==> config.mk <==
export PLATFORM = sky130hd
export DESIGN_NAME = multicycle_controller_flat
export DESIGN_NICKNAME = d
export VERILOG_FILES = /design/src/rtl/multicycle_controller_if.sv /design/src/rtl/multicycle_controller.sv /design/src/flat_wrapper.sv
export SDC_FILE = /design/constraint.sdc
export NUM_CORES = 1
export LEC_CHECK = 0
export CORE_UTILIZATION = 45
export DETAILED_ROUTE_END_ITERATION = 12
export GPL_TIMING_DRIVEN = 0
export MAX_ROUTING_LAYER = met4
export PLACE_DENSITY = 0.79
export SYNTH_ARGS = -nofsm -noshare
export SYNTH_HDL_FRONTEND = slang
export SYNTH_SLANG_ARGS = --single-unit
==> constraint.sdc <==
create_clock -name clk -period 2.4 [get_ports clk]
set_input_delay 0.48 -clock clk [delete_from_list [all_inputs] [get_ports clk]]
set_output_delay 0.48 -clock clk [all_outputs]
set_load 0.02 [all_outputs]
==> src/rtl/multicycle_controller_if.sv <==
// Control bus between the multicycle ARM datapath and its main controller.
// The datapath side presents the IR fields and ALU flags; the controller
// returns the per-cycle steering and enable signals.
interface multicycle_controller_if;
  logic [3:0] Cond;
  logic [1:0] Op;
  logic [5:0] Funct;
  logic [3:0] Rd;
  logic [3:0] ALUFlags;
  logic       PCWrite;
  logic       AdrSrc;
  logic       MemWrite;
  logic       IRWrite;
  logic       RegWrite;
  logic [1:0] ResultSrc;
  logic       ALUSrcA;
  logic [1:0] ALUSrcB;
  logic [1:0] ImmSrc;
  logic [1:0] RegSrc;
  logic [1:0] ALUControl;

  // datapath side
  modport master (
    output Cond, Op, Funct, Rd, ALUFlags,
    input  PCWrite, AdrSrc, MemWrite, IRWrite, RegWrite, ResultSrc,
           ALUSrcA, ALUSrcB, ImmSrc, RegSrc, ALUControl
  );

  // controller side
  modport slave (
    input  Cond, Op, Funct, Rd, ALUFlags,
    output PCWrite, AdrSrc, MemWrite, IRWrite, RegWrite, ResultSrc,
           ALUSrcA, ALUSrcB, ImmSrc, RegSrc, ALUControl
  );
endinterface

==> src/rtl/multicycle_controller.sv <==
// Main control unit of the multicycle ARM datapath: Moore FSM with registered
// outputs, NZCV flag register and condition evaluation in DECODE.
module multicycle_controller (
  input  logic                   clk,
  input  logic                   rst,   // active-low, asynchronous
  multicycle_controller_if.slave bus
);

  typedef enum logic [3:0] {
    FETCH    = 4'd0,
    DECODE   = 4'd1,
    MEMADR   = 4'd2,
    MEMRD    = 4'd3,
    MEMWB    = 4'd4,
    MEMWR    = 4'd5,
    EXECUTER = 4'd6,
    EXECUTEI = 4'd7,
    ALUWB    = 4'd8,
    BRANCH   = 4'd9
  } state_e;

  typedef struct packed {
    logic       pc_write;
    logic       adr_src;
    logic       mem_write;
    logic       ir_write;
    logic       reg_write;
    logic [1:0] result_src;
    logic       alu_src_a;
    logic [1:0] alu_src_b;
    logic [1:0] alu_control;
  } ctrl_t;

  localparam ctrl_t FETCH_CTRL = '{pc_write: 1'b1, adr_src: 1'b0, mem_write: 1'b0,
                                   ir_write: 1'b1, reg_write: 1'b0, result_src: 2'b10,
                                   alu_src_a: 1'b1, alu_src_b: 2'b10, alu_control: 2'b00};

  state_e     state_q, state_d;
  logic [3:0] flags_q, flags_d;
  ctrl_t      ctrl_q, ctrl_d;
  logic       cond_ex;

  // IR field aliases
  logic [3:0] cmd;
  logic       i_bit, u_bit, s_bit, l_bit, rd_pc;
  logic       is_cmp, arith, dp_ok, supported;
  logic [1:0] alu_ctl;

  assign cmd    = bus.Funct[4:1];
  assign i_bit  = bus.Funct[5];
  assign u_bit  = bus.Funct[3];
  assign s_bit  = bus.Funct[0];
  assign l_bit  = bus.Funct[0];
  assign rd_pc  = (bus.Rd == 4'b1111);
  assign is_cmp = (cmd == 4'b1010);

  // Data-processing command decode: ALU op, whether C/V are meaningful, legality
  always_comb begin
    alu_ctl = 2'b00;
    arith   = 1'b0;
    dp_ok   = 1'b1;
    case (cmd)
      4'b0100: begin alu_ctl = 2'b00; arith = 1'b1; end
      4'b0010: begin alu_ctl = 2'b01; arith = 1'b1; end
      4'b1010: begin alu_ctl = 2'b01; arith = 1'b1; end
      4'b0000: alu_ctl = 2'b10;
      4'b1100: alu_ctl = 2'b11;
      default: dp_ok = 1'b0;
    endcase
  end

  assign supported = (bus.Op == 2'b01) || (bus.Op == 2'b10) || (bus.Op == 2'b00 && dp_ok);

  // ARM condition check against the registered flags {N,Z,C,V}
  always_comb begin
    logic n, z, c, v;
    {n, z, c, v} = flags_q;
    cond_ex = 1'b0;
    case (bus.Cond)
      4'b0000: cond_ex = z;
      4'b0001: cond_ex = ~z;
      4'b0010: cond_ex = c;
      4'b0011: cond_ex = ~c;
      4'b0100: cond_ex = n;
      4'b0101: cond_ex = ~n;
      4'b0110: cond_ex = v;
      4'b0111: cond_ex = ~v;
      4'b1000: cond_ex = c & ~z;
      4'b1001: cond_ex = ~c | z;
      4'b1010: cond_ex = (n == v);
      4'b1011: cond_ex = (n != v);
      4'b1100: cond_ex = ~z & (n == v);
      4'b1101: cond_ex = z | (n != v);
      4'b1110: cond_ex = 1'b1;
      default: cond_ex = 1'b0;
    endcase
  end

  // Next state, flag update, and the controls of the state being entered
  always_comb begin
    state_d = state_q;
    flags_d = flags_q;
    case (state_q)
      FETCH:  state_d = DECODE;
      DECODE: begin
        if (!cond_ex || !supported) state_d = FETCH;
        else if (bus.Op == 2'b01)   state_d = MEMADR;
        else if (bus.Op == 2'b10)   state_d = BRANCH;
        else                        state_d = i_bit ? EXECUTEI : EXECUTER;
      end
      MEMADR: state_d = l_bit ? MEMRD : MEMWR;
      MEMRD:  state_d = MEMWB;
      EXECUTER, EXECUTEI: begin
        state_d = ALUWB;
        if (s_bit && cond_ex) begin
          flags_d[3:2] = bus.ALUFlags[3:2];
          if (arith) flags_d[1:0] = bus.ALUFlags[1:0];
        end
      end
      default: state_d = FETCH;
    endcase

    ctrl_d = '0;
    case (state_d)
      FETCH:  ctrl_d = FETCH_CTRL;
      DECODE: begin
        ctrl_d.alu_src_a  = 1'b1;
        ctrl_d.alu_src_b  = 2'b10;
        ctrl_d.result_src = 2'b10;
      end
      MEMADR: begin
        ctrl_d.alu_src_b   = 2'b01;
        ctrl_d.alu_control = u_bit ? 2'b00 : 2'b01;
      end
      MEMRD: ctrl_d.adr_src = 1'b1;
      MEMWB: begin
        ctrl_d.result_src = 2'b01;
        ctrl_d.pc_write   = rd_pc;
        ctrl_d.reg_write  = ~rd_pc;
      end
      MEMWR: begin
        ctrl_d.adr_src   = 1'b1;
        ctrl_d.mem_write = 1'b1;
      end
      EXECUTER: ctrl_d.alu_control = alu_ctl;
      EXECUTEI: begin
        ctrl_d.alu_src_b   = 2'b01;
        ctrl_d.alu_control = alu_ctl;
      end
      ALUWB: begin
        ctrl_d.pc_write  = ~is_cmp & rd_pc;
        ctrl_d.reg_write = ~is_cmp & ~rd_pc;
      end
      BRANCH: begin
        ctrl_d.alu_src_b  = 2'b01;
        ctrl_d.result_src = 2'b10;
        ctrl_d.pc_write   = 1'b1;
      end
      default: ctrl_d = '0;
    endcase
  end

  // State, flags and output registers; reset parks everything in FETCH
  always_ff @(posedge clk or negedge rst) begin
    if (!rst) begin
      state_q <= FETCH;
      flags_q <= 4'b0000;
      ctrl_q  <= FETCH_CTRL;
    end else begin
      state_q <= state_d;
      flags_q <= flags_d;
      ctrl_q  <= ctrl_d;
    end
  end

  // Write enables are masked by reset so an abandoned write stops at once
  assign bus.PCWrite    = ctrl_q.pc_write  & rst;
  assign bus.IRWrite    = ctrl_q.ir_write  & rst;
  assign bus.RegWrite   = ctrl_q.reg_write & rst;
  assign bus.MemWrite   = ctrl_q.mem_write & rst;
  assign bus.AdrSrc     = ctrl_q.adr_src;
  assign bus.ResultSrc  = ctrl_q.result_src;
  assign bus.ALUSrcA    = ctrl_q.alu_src_a;
  assign bus.ALUSrcB    = ctrl_q.alu_src_b;
  assign bus.ALUControl = ctrl_q.alu_control;

  // Immediate and register-source steering follow the instruction class
  assign bus.ImmSrc = (bus.Op == 2'b11) ? 2'b00 : bus.Op;
  assign bus.RegSrc = {(bus.Op == 2'b01) && !l_bit, (bus.Op == 2'b10)};

endmodule

==> src/flat_wrapper.sv <==
// flat-port wrapper written by rule: the top's interface ports become plain ports
module multicycle_controller_flat 
  (clk, rst, bus_Cond, bus_Op, bus_Funct, bus_Rd, bus_ALUFlags, bus_PCWrite, bus_AdrSrc, bus_MemWrite, bus_IRWrite, bus_RegWrite, bus_ResultSrc, bus_ALUSrcA, bus_ALUSrcB, bus_ImmSrc, bus_RegSrc, bus_ALUControl);
  multicycle_controller_if bus_i ();
  input  logic clk;
  input  logic rst;
  input wire logic [$bits(bus_i.Cond)-1:0] bus_Cond;
  input wire logic [$bits(bus_i.Op)-1:0] bus_Op;
  input wire logic [$bits(bus_i.Funct)-1:0] bus_Funct;
  input wire logic [$bits(bus_i.Rd)-1:0] bus_Rd;
  input wire logic [$bits(bus_i.ALUFlags)-1:0] bus_ALUFlags;
  output wire logic [$bits(bus_i.PCWrite)-1:0] bus_PCWrite;
  output wire logic [$bits(bus_i.AdrSrc)-1:0] bus_AdrSrc;
  output wire logic [$bits(bus_i.MemWrite)-1:0] bus_MemWrite;
  output wire logic [$bits(bus_i.IRWrite)-1:0] bus_IRWrite;
  output wire logic [$bits(bus_i.RegWrite)-1:0] bus_RegWrite;
  output wire logic [$bits(bus_i.ResultSrc)-1:0] bus_ResultSrc;
  output wire logic [$bits(bus_i.ALUSrcA)-1:0] bus_ALUSrcA;
  output wire logic [$bits(bus_i.ALUSrcB)-1:0] bus_ALUSrcB;
  output wire logic [$bits(bus_i.ImmSrc)-1:0] bus_ImmSrc;
  output wire logic [$bits(bus_i.RegSrc)-1:0] bus_RegSrc;
  output wire logic [$bits(bus_i.ALUControl)-1:0] bus_ALUControl;
  assign bus_i.Cond = bus_Cond;
  assign bus_i.Op = bus_Op;
  assign bus_i.Funct = bus_Funct;
  assign bus_i.Rd = bus_Rd;
  assign bus_i.ALUFlags = bus_ALUFlags;
  assign bus_PCWrite = bus_i.PCWrite;
  assign bus_AdrSrc = bus_i.AdrSrc;
  assign bus_MemWrite = bus_i.MemWrite;
  assign bus_IRWrite = bus_i.IRWrite;
  assign bus_RegWrite = bus_i.RegWrite;
  assign bus_ResultSrc = bus_i.ResultSrc;
  assign bus_ALUSrcA = bus_i.ALUSrcA;
  assign bus_ALUSrcB = bus_i.ALUSrcB;
  assign bus_ImmSrc = bus_i.ImmSrc;
  assign bus_RegSrc = bus_i.RegSrc;
  assign bus_ALUControl = bus_i.ALUControl;
  multicycle_controller u_core (.clk(clk), .rst(rst), .bus(bus_i));
endmodule
### Yosys cells after proc, flatten, opt, wreduce, memory -nomap -nowiden

Index checks and enable logic that the tools add are counted.

* $lt $le $gt $ge: 0
* divide/modulo/power cells: 0
* $add $sub $neg: 0
* reduce and logical (&&, ||, !) cells: 26
* multiply operators: 0
* bitwise operators: 16
* eq/ne operators: 38
* muxes and demuxes: 21
* shift operators: 0

Operators with widths (count)
* 4-bit == test (second input constant): 12
* 4-bit by 3-bit == test with 1-bit output (second input constant): 11
* 4-bit by 2-bit == test with 1-bit output (second input constant): 7
* 4-bit one-hot mux with 5 select lines: 1
* 4-bit zero test: 4
* 1-bit one-hot mux with 15 select lines: 1
* 4-bit by 1-bit == test with 1-bit output (second input constant): 3
* 4-bit 2-to-1 mux: 3
* 2-bit one-hot mux with 2 select lines: 3
* 2-bit OR reduction: 6
* 3-bit OR reduction: 3
* 1-bit bitwise AND: 8
* 1-bit 2-to-1 mux: 8
* 1-bit inverter: 6
* 2-bit one-hot mux with 3 select lines: 1
* 5-bit OR reduction: 1
* 2-bit == test (second input constant): 2
* 1-bit logical AND: 3
* 1-bit zero test: 3
* 1-bit logical OR: 3
* 3-bit 2-to-1 mux: 1
* 1-bit one-hot mux with 3 select lines: 1
* 3-bit AND reduction: 1
* 2-bit by 1-bit == test with 1-bit output (second input constant): 1
* other kinds (7): 8

* input port bits: 22
* output and inout bits: 16
* register bits after elaboration: 20
* latch bits: 0
* memory bits (writable): 0
* logic and storage cells: 113
* ROM bits: 0
* memories: 0

### Depth between registers and ports, before layout

Gate-level depths: netlist of the first run.

* word-level depth: 12
* depth in mapped cells: 10
* gate-level depth less buffers: 8

### Worst setup path before layout of the first run

OpenSTA, ideal clock, no wires.

* path kind: in2reg
* start: input bus_Cond[0]
* end: register u_core.ctrl_q (netlist bit u_core.bus.ALUSrcB[0])
* setup slack: 23 ps
* arrival time: 2295 ps
* data required time: 2318 ps
* path buffers: 1
* library setup time: 82 ps
* cell stages on the path: 9
* path through: buf_4 > xnor2_1 > and4b_1 > o31a_1 > a211o_4 > a41oi_4 > inv_2 > or3_1 > a31oi_1

RTL lines
* from (decl): line flat_wrapper.sv:7 `input wire logic [$bits(bus_i.Cond)-1:0] bus_Cond;`
* to (signal assigned): line multicycle_controller.sv:172 `ctrl_q <= ctrl_d;`
* to (decl): line multicycle_controller.sv:40 `ctrl_t ctrl_q, ctrl_d;`

==> out/metrics.csv, run 1 <==
stage;metric;value;unit
run_status;status;completed;
synthesis;post-synthesis sequential area ratio;39.6;%
synthesis;share of synthesized registers carrying an async set or reset;100;%
place;Inst Count DP;196;
setup_path;CP required;2590;ps
flow_run;Max-Cap Viols;0;
synthesis;synthesized-area fraction occupied by ao, oa, aoi and oai cells;19.0;%
grt;number of global-route vias before repair;1103;
grt;total grt overflow;0;
sta;Final Skew;5.31;ps
sta;fin worst setup slack;16.1;ps
synthesis;Post-synth EDFFs;0;
sta;Slew @ Worst Pin;463;ps
final_layout;Multi-input gate area;729;um^2
synthesis;Cells after Synth;131;
sta;relative slew slack;69.1;%
drt;post-route ant nets;0;
final_layout;fillers;185;
grt;overall routing resource usage;20.5;%
synthesis;Mapped Nets;157;
synthesis;area leader, netlist;dfrtp_1;
setup_path;Critical Path AT;2570;ps
place;pre-CTS setup slack;-659;ps
clock_tree;Worst-Skew Late Latency;290;ps
grt;largest net degree at the start of global routing;25;
clock_tree;htree depth;1;
sta;post-layout min period;2380;ps
place;placed instance area;1670;um^2
synthesis;top cell type's share of synthesized area;29.3;%
setup_path;Critical Path Start Type;primary input;
pwr;Power Dens Cells;778;nW/um^2
synthesis;synth warn;0;
drt;DRT iter0 DRCs;27;
sta;Final Setup Violations;0;
drt;Vias per Instance;5.69;
final_layout;FF+latch area;507;um^2
die;Rows;18;
clock_tree;Num CTS Buffers;3;
setup_path;FF-to-FF setup slack;90;ps
synthesis;Synth Register Bits;20;
die;Initial Util;49.4;%
drt;# DRC;0;
place;GP Congestion;0.902;
clock_tree;CTS tree;yes;
setup_path;crit end category;flip-flop;
synthesis;Mapped Area;1280;um^2
setup_path;crit path from;bus_Op[0];
setup_path;Reg2Reg Launch Point;u_core.flags_q[0];
place;dpl hpwl;2150;um
sta;final worst-path cycle share;99.3;%
clock_tree;CTS Buffer Depth;2;
final_layout;Layout area overhead;42.5;%
final_layout;most frequent cells in the layout;clkdlybuf4s50_1, dfrtp_1, buf_4;
die;die width;55.3;um
drt;Post-Route WL;3140;um
synthesis;simple-gate area share of the yosys netlist;22.2;%
final_layout;most common cell after layout, fill and taps aside;clkdlybuf4s50_1;
drt;vias;1167;
worst_hold_path;min-delay worst type;primary input to asynchronous set/reset pin;
setup_path;reg-to-reg endpoint;u_core.ctrl_q[7];
synthesis;Synth Area in XOR/XNOR;2.05;%
sta;f_max;419;MHz
synthesis;post-synthesis mux area share;4.20;%
synthesis;largest cells by area after synthesis;dfrtp_1, dfstp_2, buf_4;
setup_path;Worst Path Max Fanout;4;
setup_path;Crit Path Class;primary input to flip-flop;
sta;final hold vios;0;
final_layout;layout cell share with drive strength beyond 1;26.3;%
drt;DR pass1 iterations;4;
die;die height;55.3;um
final_layout;fin cells;205;
clock_tree;Reg clk slew, reported paths;100;ps
grt;antenna violations before repair;0;
grt;first-pass GRT wire length;4940;um
pwr;leak pwr;0.839;nW
pwr;VDD IR max;0.739;mV
synthesis;largest family of logic cells by synthesized area;simple AND/OR/NAND/NOR gates;
place;# port buffers;35;
clock_tree;root buffer cell;clkbuf_4;
sta;Max Slew Vio Count;0;
synthesis;Top FF cell, synth;dfrtp_1;
drt;drt wl/cell;15.3;um
clock_tree;CTS sink count;20;
synthesis;adder-cell share of the synthesized area;3.91;%
final_layout;Layout Nets;202;
die;die area;3060;um^2
synthesis;Syn Area/Cell;9.77;um^2
final_layout;final instance area;1820;um^2
sta;Setup TNS;0;ps
setup_path;r2r worst-path depth;8;
die;number of I/O pins;38;
die;core box area;2590;um^2
synthesis;post-synth cell types;45;
sta;Hold WS;123;ps
final_layout;ant diodes;0;
==> per-layer routing <==
layer / wire, um / up-vias / GRT usage (%)
met5: 0 / - / -
met4: 13 / 0 / 3.93
met3: 127 / 2 / 4.92
met2: 1710 / 31 / 37.3
met1: 1290 / 588 / 22.6
li1: - / 546 / -
==> power by group <==
group          switching (mW)  internal [mW]
registers              0.0659          0.455
logic                   0.376          0.365
clock network          0.0924         0.0646
total                   0.534          0.885
==> logic make-up (layout without fill, tap and decap cells) <==
logic type / after synthesis / after routing
multiplexers: 5 / 5
AO/OA/AOI/OAI: 27 / 27
buffers and inverters: 21 / 65
adder cells (fa/ha/maj): 4 / 4
AND/OR/NAND/NOR: 51 / 51
XOR/XNOR: 3 / 3
flip-flops: 20 / 20
==> through the flow <==
stage / util (%) / power, mW
after global placement: 64.4 / 1.14
after floorplan: - / 0.935
after CTS: 67.6 / 1.36
final: 70.4 / 1.42
after global routing: 70.4 / 1.51
after detailed placement: 64.4 / 1.16
==> area by class of cell <==
cell class	count	area share, %
Clock buffer	4	1.44
Inverter	8	1.65
Buffer	13	5.62
Multi-Input combinational cell	90	40.0
Timing Repair Buffer	40	21.5
Sequential cell	20	27.8
Tap cell	30	2.06
==> worst max path at each step <==
| stage | cells after the start | end |
|---|---|---|
| 2_1_floorplan | 9 | u_core.bus.ALUSrcB[0] |
| 3_3_place_gp | 9 | u_core.ctrl_q[11] |
| 3_5_place_dp | 9 | u_core.ctrl_q[11] |
| 4_1_cts | 10 | u_core.bus.ALUSrcB[0] |
| 5_1_grt | 11 | u_core.ctrl_q[7] |
| 6_report | 11 | u_core.ctrl_q[7] |
==> synthesized netlist by cell type, types with 3 or more instances <==
| master | count |
|---|---|
| a21oi_1 | 7 |
| a31oi_1 | 4 |
| and2_1 | 5 |
| buf_2 | 3 |
| buf_4 | 9 |
| dfrtp_1 | 15 |
| dfstp_2 | 5 |
| ha_1 | 4 |
| inv_1 | 6 |
| mux2_2 | 3 |
| nand2_1 | 8 |
| nand3_1 | 3 |
| nor2_1 | 10 |
| nor2b_1 | 4 |
| nor3_1 | 6 |
==> worst max-delay path, cell delays in order <==
cell             delay [ps]
clkdlybuf4s50_1         500
inv_1                   110
ha_4                    300
a31oi_4                  40
nor4_4                  140
buf_4                   190
a41oi_2                 130
buf_4                   190
inv_2                    50
nand3_1                 120
a2111oi_4               310
==> repair_timing <==
| action | 4_1_cts | 5_1_grt |
|---|---|---|
| cloned | 1 | 0 |
| hold buffers | 0 | 0 |
| gates resized for setup | 11 | 23 |
| setup endpoints to repair | 20 | 17 |
| setup buffers | 4 | 0 |
| pin swaps | 2 | 1 |
==> registers in the layout, summed over array words and instances (netlist names) <==
register / cells
u_core.state_q: 4
u_core.flags_q: 4
u_core.ctrl_q: 4
u_core.bus.ALUSrcA: 1
u_core.bus.ALUControl: 2
u_core.bus.ResultSrc: 2
u_core.bus.ALUSrcB: 2
u_core.bus.AdrSrc: 1
Power figures use the tool's default switching activity.
==> run 2: changes to the inputs <==
--- a/config.mk
+++ b/config.mk
@@ -5,11 +5,13 @@
 export SDC_FILE = /design/constraint.sdc
 export NUM_CORES = 1
 export LEC_CHECK = 0
-export CORE_UTILIZATION = 45
+export CELL_PAD_IN_SITES_DETAIL_PLACEMENT = 1
+export CELL_PAD_IN_SITES_GLOBAL_PLACEMENT = 1
+export CORE_UTILIZATION = 35
+export CTS_CLUSTER_DIAMETER = 80
 export DETAILED_ROUTE_END_ITERATION = 12
-export GPL_TIMING_DRIVEN = 0
 export MAX_ROUTING_LAYER = met4
-export PLACE_DENSITY = 0.79
+export PLACE_DENSITY = 0.81
 export SYNTH_ARGS = -nofsm -noshare
 export SYNTH_HDL_FRONTEND = slang
 export SYNTH_SLANG_ARGS = --single-unit
==> out/metrics.csv, run 2 (synthesis results as in run 1) <==
stage;metric;value;unit;change
run_status;status;complete, but fails checks;;was completed
run_status;failing checks;negative setup slack;;
drt;post-route ant nets;0;;unchanged
sta;post-layout min period;2460;ps;was 2380 ps
drt;drt wl/cell;20.0;um;was 15.3 um
die;Initial Util;37.5;%;was 49.4%
sta;Final Skew;3.06;ps;was 5.31 ps
clock_tree;Hold Buf Count CTS;0;;unchanged
clock_tree;CTS tree;yes;;unchanged
final_layout;most common cell after layout, fill and taps aside;buf_4;;was clkdlybuf4s50_1
final_layout;Multi-input gate area;782;um^2;was 729 um^2
pwr;Power Dens Cells;837;nW/um^2;was 778 nW/um^2
place;GP Congestion;0.814;;was 0.902
grt;first-pass GRT wire length;7180;um;was 4940 um
sta;relative slew slack;75.3;%;was 69.1%
final_layout;ant diodes;0;;unchanged
clock_tree;htree depth;1;;unchanged
die;die width;62.5;um;was 55.3 um
clock_tree;Num CTS Buffers;3;;unchanged
grt;antenna violations before repair;0;;unchanged
grt;largest net degree at the start of global routing;13;;was 25
final_layout;Layout area overhead;63.0;%;was 42.5%
drt;# DRC;0;;unchanged
setup_path;CP required;2660;ps;was 2590 ps
setup_path;reg-to-reg endpoint;u_core.bus.ALUControl[0];;was u_core.ctrl_q[7]
drt;vias;1279;;was 1167
sta;f_max;406;MHz;was 419 MHz
setup_path;Critical Path Start Type;flip-flop;;was primary input
setup_path;Critical Path AT;2730;ps;was 2570 ps
final_layout;Largest regs;u_core.ctrl_q (4), u_core.flags_q (4), u_core.state_q (4);;unchanged
grt;overall routing resource usage;25.0;%;was 20.5%
drt;DRT iter0 DRCs;73;;was 27
grt;number of global-route vias before repair;1454;;was 1103
die;die area;3900;um^2;was 3060 um^2
place;Inst Count DP;228;;was 196
drt;Vias per Instance;5.31;;was 5.69
clock_tree;root buffer cell;clkbuf_4;;unchanged
clock_tree;Worst-Skew Late Latency;320;ps;was 290 ps
pwr;leak pwr;0.959;nW;was 0.839 nW
final_layout;fillers;374;;was 185
sta;final worst-path cycle share;103;%;was 99.3%
final_layout;fin cells;241;;was 205
final_layout;final core occ;61.1;%;was 70.4%
setup_path;Reg2Reg Launch Point;u_core.flags_q[1];;was u_core.flags_q[0]
setup_path;crit end category;flip-flop;;unchanged
die;core box area;3420;um^2;was 2590 um^2
final_layout;final instance area;2090;um^2;was 1820 um^2
pwr;VDD IR max;0.445;mV;was 0.739 mV
sta;fin worst setup slack;-64.0;ps;was 16.1 ps
place;dpl hpwl;2890;um;was 2150 um
setup_path;r2r worst-path depth;10;;was 8
final_layout;FF+latch area;507;um^2;unchanged
die;Rows;21;;was 18
clock_tree;Reg clk slew, reported paths;120;ps;was 100 ps
setup_path;Worst Path Max Fanout;7;;was 4
pwr;total power;1.75;mW;was 1.42 mW
setup_path;Crit Path Class;flip-flop to flip-flop;;was primary input to flip-flop
die;number of I/O pins;38;;unchanged
final_layout;layout cell share with drive strength beyond 1;37.4;%;was 26.3%
die;die height;62.5;um;was 55.3 um
clock_tree;CTS Buffer Depth;2;;unchanged
sta;RSZ-0062 raised after global routing;yes;;
worst_hold_path;min-delay worst type;primary input to asynchronous set/reset pin;;unchanged
sta;Final Setup Violations;3;;was 0
sta;Slew @ Worst Pin;369;ps;was 463 ps
drt;Post-Route WL;4810;um;was 3140 um
place;# port buffers;37;;was 35
setup_path;FF-to-FF setup slack;-60;ps;was 90 ps
clock_tree;CTS sink count;20;;unchanged
sta;Max Slew Vio Count;0;;unchanged
place;placed instance area;1820;um^2;was 1670 um^2
grt;total grt overflow;0;;unchanged
final_layout;Layout Nets;222;;was 202
sta;final hold vios;0;;unchanged
flow_run;Max-Cap Viols;0;;unchanged
final_layout;most frequent cells in the layout;buf_4, clkdlybuf4s50_1, dfrtp_1;;was clkdlybuf4s50_1, dfrtp_1, buf_4
drt;DR pass1 iterations;4;;unchanged
==> run 2: cell count changes in the layout (fill, tap and decap cells not counted), moves of 2 or more <==
cell / delta
nor3_1: -4
buf_4: +19
dlygate4sd2_1: +4
nor3_2: +4
buf_2: -2
==> run 2: critical path, cell delays in order (launching register included) <==
cell      delay [ps]
dfrtp_1          450
nand2_1          110
o32ai_1          350
a221oi_1         190
a211o_4          410
a41oi_4          240
inv_2             90
buf_8            140
buf_4            150
nor3_2           110
o211a_1          180
==> run 2: worst max-delay path by stage <==
stage | from | end | slack [ps] | cells past startpoint
floorplan | bus_Cond[0] | u_core.bus.ALUSrcB[0] | 20 | 9
global placement | bus_Cond[2] | u_core.ctrl_q[7] | -430 | 9
detailed placement | bus_Cond[2] | u_core.ctrl_q[7] | -660 | 9
CTS | bus_Op[0] | u_core.bus.ResultSrc[1] | -3 | 12
global route | u_core.flags_q[1] | u_core.bus.ALUSrcB[0] | -170 | 8
finish | u_core.flags_q[1] | u_core.bus.ALUControl[0] | -60 | 10
==> run 2: final cells by class <==
class                           instances  area share (%)
Multi-Input combinational cell         90            37.5
Timing Repair Buffer                   73            31.5
Sequential cell                        20            24.3
Tap cell                               46            2.76
Clock inverter                          1            1.44
Inverter                                8            1.44
Clock buffer                            3            1.08
==> run 2: timing repair <==
item,CTS,global route
gates resized for setup,21,17
setup endpoints to repair,19,12
pin swaps,5,2
buffers inserted,6,3
==> run 2: per-layer routing <==
metal | global-route usage, % | vias up | part of all wire [%]
li1 | - | 588 | -
met1 | 25.3 | 635 | 41
met2 | 45.0 | 43 | 53
met3 | 4.56 | 13 | 3.4
met4 | 14.2 | 0 | 3.2
met5 | - | - | 0
==> run 2: report_power, final <==
group          switching (mW)  internal, mW
Combinational           0.469         0.454
Clock                   0.117         0.169
Sequential             0.0814         0.455
Total                   0.668          1.08
==> run 2: stage by stage <==
stage                     setup WS (ps)  hold WS [ps]  setup TNS, ps
final                             -64.0           383           -126
after global routing               -168           372          -1090
after detailed placement           -656           604          -8510
after CTS                         -2.57           390          -2.57
after floorplan                    22.9           184              0
after global placement             -432           576          -5670
